`config.mk`:
```
export PLATFORM = sky130hd
export DESIGN_NAME = if_fetch_ctrl
export DESIGN_NICKNAME = d
export VERILOG_FILES = /design/src/rtl/if_fetch_ctrl.sv
export SDC_FILE = /design/constraint.sdc
export NUM_CORES = 1
export LEC_CHECK = 0
export BUFFER_PORTS_ARGS = -buffer_cell sky130_fd_sc_hd__buf_2
export CORE_MARGIN = 10
export CORE_UTILIZATION = 55
export CTS_CLUSTER_DIAMETER = 60
export DETAILED_ROUTE_END_ITERATION = 8
export PLACE_DENSITY_LB_ADDON = 0.05
export SYNTH_ARGS = -nofsm -noshare
export SYNTH_HDL_FRONTEND = slang
export SYNTH_SLANG_ARGS = --single-unit
```
`constraint.sdc`:
```
create_clock -name i_clk -period 3.7 [get_ports i_clk]
set_input_delay 0.37 -clock i_clk [delete_from_list [all_inputs] [get_ports i_clk]]
set_output_delay 0.37 -clock i_clk [all_outputs]
set_load 0.1 [all_outputs]
```
`src/rtl/if_fetch_ctrl.sv`:
```
// rtl/if_fetch_ctrl.sv - IF-stage PC sequencer and fetch controller with registered valid/ready output
module if_fetch_ctrl #(
    parameter logic [31:0] RESET_PC   = 32'h0000_0000,
    parameter int unsigned BOOT_DELAY = 2,
    parameter int unsigned CNT_WIDTH  = 16
) (
    input  logic                 i_clk,
    input  logic                 i_rst_n,
    output logic [31:0]          o_imem_addr,
    input  logic [31:0]          i_imem_instr,
    input  logic                 i_redirect_valid,
    input  logic [31:0]          i_redirect_pc,
    input  logic                 i_halt,
    input  logic                 i_dec_ready,
    output logic                 o_fetch_valid,
    output logic [31:0]          o_fetch_pc,
    output logic [31:0]          o_fetch_instr,
    output logic                 o_halted,
    output logic [CNT_WIDTH-1:0] o_fetch_count
);

    typedef enum logic [1:0] {
        ST_BOOT   = 2'd0,
        ST_RUN    = 2'd1,
        ST_HELD   = 2'd2,
        ST_HALTED = 2'd3
    } state_t;

    localparam int unsigned BOOT_LAST_I = (BOOT_DELAY == 0) ? 0 : BOOT_DELAY - 1;
    localparam logic [3:0]  BOOT_LAST   = BOOT_LAST_I[3:0];
    localparam logic [CNT_WIDTH-1:0] CNT_MAX = {CNT_WIDTH{1'b1}};

    state_t                 state_q, state_d;
    logic [3:0]             boot_cnt_q, boot_cnt_d;
    logic [31:0]            pc_q, pc_d;
    logic                   valid_q, valid_d;
    logic [31:0]            fpc_q, fpc_d;
    logic [31:0]            finstr_q, finstr_d;
    logic [CNT_WIDTH-1:0]   cnt_q, cnt_d;

    logic                   boot_done;
    logic                   run_like;
    logic                   accept;
    logic                   cap;
    logic                   unused_redirect_lsbs;

    assign unused_redirect_lsbs = ^i_redirect_pc[1:0];

    assign boot_done = (BOOT_DELAY == 0) || (boot_cnt_q == BOOT_LAST);
    // HELD behaves as RUN in the cycle ready returns, so no bubble is inserted
    assign run_like  = (state_q == ST_RUN) || ((state_q == ST_HELD) && i_dec_ready);
    assign accept    = valid_q && i_dec_ready;
    assign cap       = run_like && (!valid_q || i_dec_ready) && !i_redirect_valid && !i_halt;

    always_comb begin
        state_d = state_q;
        case (state_q)
            ST_BOOT: begin
                if (!i_redirect_valid && boot_done) begin
                    state_d = ST_RUN;
                end
            end
            ST_RUN, ST_HELD: begin
                if (i_redirect_valid) begin
                    state_d = i_halt ? ST_HALTED : ST_RUN;
                end else if (i_halt) begin
                    state_d = ST_HALTED;
                end else if (valid_q && !i_dec_ready) begin
                    state_d = ST_HELD;
                end else begin
                    state_d = ST_RUN;
                end
            end
            ST_HALTED: begin
                if (i_redirect_valid && !i_halt) begin
                    state_d = ST_RUN;
                end
            end
            default: state_d = ST_BOOT;
        endcase
    end

    always_comb begin
        boot_cnt_d = boot_cnt_q;
        pc_d       = pc_q;
        valid_d    = valid_q;
        fpc_d      = fpc_q;
        finstr_d   = finstr_q;
        cnt_d      = cnt_q;

        // A redirect during boot stretches boot by a cycle rather than skipping the exit match
        if ((state_q == ST_BOOT) && !i_redirect_valid && (boot_cnt_q != 4'hF)) begin
            boot_cnt_d = boot_cnt_q + 4'd1;
        end

        if (i_redirect_valid) begin
            pc_d    = {i_redirect_pc[31:2], 2'b00};
            valid_d = 1'b0;
        end else if (cap) begin
            fpc_d    = pc_q;
            finstr_d = i_imem_instr;
            valid_d  = 1'b1;
            pc_d     = pc_q + 32'd4;
        end else if (accept) begin
            valid_d = 1'b0;
        end

        if (accept && (cnt_q != CNT_MAX)) begin
            cnt_d = cnt_q + {{(CNT_WIDTH-1){1'b0}}, 1'b1};
        end
    end

    always_ff @(posedge i_clk or negedge i_rst_n) begin
        if (!i_rst_n) begin
            state_q    <= ST_BOOT;
            boot_cnt_q <= 4'd0;
            pc_q       <= RESET_PC;
            valid_q    <= 1'b0;
            fpc_q      <= 32'd0;
            finstr_q   <= 32'd0;
            cnt_q      <= '0;
        end else begin
            state_q    <= state_d;
            boot_cnt_q <= boot_cnt_d;
            pc_q       <= pc_d;
            valid_q    <= valid_d;
            fpc_q      <= fpc_d;
            finstr_q   <= finstr_d;
            cnt_q      <= cnt_d;
        end
    end

    assign o_imem_addr   = pc_q;
    assign o_fetch_valid = valid_q;
    assign o_fetch_pc    = fpc_q;
    assign o_fetch_instr = finstr_q;
    assign o_halted      = (state_q == ST_HALTED) && !valid_q;
    assign o_fetch_count = cnt_q;

endmodule

```
==> results.cfg <==
[sta]
rsz0062_at_grt = false
finalSetupTns_ps = 0
period_share_pct = 64.76
whs_ps = 3.504
timing.final.hold_violations = 0
final_max_slew_viol_count = 0
final.min_clock_period_ps = 2396
timing.slew.headroom_pct = 28.48
setup_viol = 0
clock.fmax_ghz = 0.4173
clock_skew_ps = 5.826
tightest_slew_ps = 1073

[synthesis]
ys_seq_area_share_pct = 51.35
ys_ff_latch = 115
synth_flop_cell = dfrtp_1
async_reset_ff_share_pct = 100.0
synthesis.area_mm2 = 0.005604
synth_edf_count = 0
yosys_warnings = 0
syn_inst = 508
avgSynthCellArea_um2 = 11.03
ys_types = 49

[worst_setup_path]
crit_cells = 4
r2r_slack_ps = 1300
crit_start = o_imem_addr[7]$_DFFE_PN0P_
timing.critical_path.to = o_imem_addr[28]$_DFFE_PN0P_
max_stage_delay_ps = 770
worstRegToRegCells = 4
crit_path_start_kind = flip-flop
cp_top_family = simple AND/OR/NAND/NOR gates
crit_arrival_ps = 2860
reg2reg_to = o_imem_addr[28]$_DFFE_PN0P_
worst_setup_path_end_kind = flip-flop
critical_path_class = flip-flop to flip-flop
cp_common_cell = or4_1
path_buf_inv = 0
path_cells = nand4_1 > or4_1 > or4_1 > nand3_1
regToRegStartpoint = o_imem_addr[7]$_DFFE_PN0P_
cp_slowest_cell = or4_1
required_ps = 4160
critPathMaxFanout = 11

[cts]
cts_setup_buffers = 0
insertion_delay_ps = 530
clk_path_buf_depth = 2
cts_hold_buf = 0
cts-root-buf = clkbuf_8
cts.repair.resized = 0
htreeDepth = 4
clock_sinks = 115
numCtsBuffers = 17
clk_pin_slew_ps = 60
cts_tree = yes

[layout]
final_cell_mix = buf_2 (175), dfrtp_1 (115), mux2_2 (63)
final_area_mm2 = 0.007248
drive_gt1_share_pct = 41.98
final_nets = 750
antenna_cells = 0
area_growth_pct = 29.34
final_common_cell = buf_2

[routing]
ant_nets = 0
route.detailed.drc = 0
drt_wl_total_mm = 15.85
first_iter_violations = 450
num_vias = 4787
via_per_inst = 5.845
firstDrtPassIters = 5
wl_per_cell_um = 19.36

[floorplan]
start_util_pct = 56.81
ioPinCount = 183
fp.dieW_um = 120.9
coreArea_mm2 = 0.009864
die_h_um = 120.9
rows = 36
die_area_mm2 = 0.01463

[global_route]
grt_overflow = 0
track_usage_pct = 21.58
antenna_found_initial = 0
grt_max_degree = 84
grt_pass1_vias = 5078
grt_pass1_wl_mm = 25.30

[placement]
post_dp_cell_area_mm2 = 0.006555
dp_hpwl_mm = 10.98
io_buffer_count = 176
gp_congestion = 0.8463

[flow_run]
drv_cap = 0

[worst_hold_path]
hold_class = primary input to asynchronous set/reset pin

[outcome]
status = finished clean
==> area by class of cell <==
type,instances,area (µm²)
multi-input cells,348,2552
repair buffers,181,920.9
clock inverters,8,192.7
inverters,10,37.54
fillers,722,2616
well taps,133,166.4
flip-flops and latches,115,2878
clock buffers,24,500.5
==> per-stage QoR <==
| stage | util (%) | setup slack (ps) | std cells |
|---|---|---|---|
| floorplan | - | 1076 | 511 |
| global placement | 66.45 | 1410 | 787 |
| detailed placement | 66.45 | 1379 | 787 |
| CTS | 73.48 | 1342 | 819 |
| global route | 73.48 | 1176 | 819 |
| finish | 73.48 | 1304 | 819 |
==> state kept, by name, indices dropped and copies added (netlist names) <==
| signal | flops |
|---|---|
| o_fetch_pc | 30 |
| state_q | 2 |
| o_fetch_instr | 32 |
| o_fetch_count | 16 |
| boot_cnt_q | 4 |
| o_imem_addr | 30 |
| o_fetch_valid | 1 |
==> kinds of logic after synthesis <==
| logic type | after synthesis | share of synthesized area, % |
|---|---|---|
| AOI/OAI and AO/OA | 78 | 9.801 |
| xor gates and xnor gates | 16 | 2.501 |
| adders and majority gates | 8 | 1.786 |
| buffers and inverters | 48 | 3.706 |
| DFF | 115 | 51.35 |
| muxes | 64 | 12.84 |
| other | 1 | 0.06691 |
| and+or+nand+nor | 178 | 17.95 |
==> synthesized netlist by cell type (all sizes together), types with 2 or more instances <==
library cell	n	area, µm²
nor2	22	82.58
and3	7	45.05
clkbuf	24	90.09
ha	8	100.1
a31oi	13	81.33
a221oi	2	17.52
buf	14	80.08
nand4	26	162.7
a22oi	9	67.56
o31ai	18	135.1
nand2	28	105.1
and2	3	18.77
or3	5	31.28
xnor2	7	61.31
o21ai	7	35.03
a211oi	3	22.52
or3b	3	26.28
o311ai	7	61.31
nor3	6	30.03
xor2	9	78.83
and4	9	78.83
o21a	2	15.01
nor2b	12	75.07
or2	4	25.02
nor4	9	56.30
a21oi	10	50.05
dfrtp	115	2878
a221o	2	20.02
inv	9	33.78
nand3	28	145.1
or4	10	75.07
nor3b	2	15.01
mux2	63	709.4
==> worst min-delay path by stage <==
stage,startpoint,endpoint,slack (ps),cells after the start
3_5_place_dp,boot_cnt_q[3]$_DFFE_PN0P_,boot_cnt_q[3]$_DFFE_PN0P_,480,1
6_report,i_rst_n,boot_cnt_q[2]$_DFFE_PN0P_,4,1
5_1_grt,i_redirect_pc[2],o_imem_addr[2]$_DFFE_PN0P_,40,3
2_1_floorplan,i_rst_n,boot_cnt_q[0]$_DFFE_PN0P_,70,0
3_3_place_gp,o_fetch_count[5]$_DFFE_PN0P_,o_fetch_count[5]$_DFFE_PN0P_,480,1
4_1_cts,i_redirect_pc[2],o_imem_addr[2]$_DFFE_PN0P_,40,3
==> worst register-to-register path: cells and delay by family (launching register included) <==
family / cells / cell delay [ps]
flip-flops: 1 / 480
AND/OR/NAND/NOR: 4 / 1860
==> layer usage <==
metal,track usage (%),vias to the layer above,part of all wire [%]
met5,0,-,0
met4,8.446,0,1.8
met3,7.306,28,7.4
met2,36.46,167,52
met1,24.64,2355,39
li1,-,2237,-
Power is not shown: default switching activity piles up to over one toggle a cycle in this logic, so the estimate is an artifact.
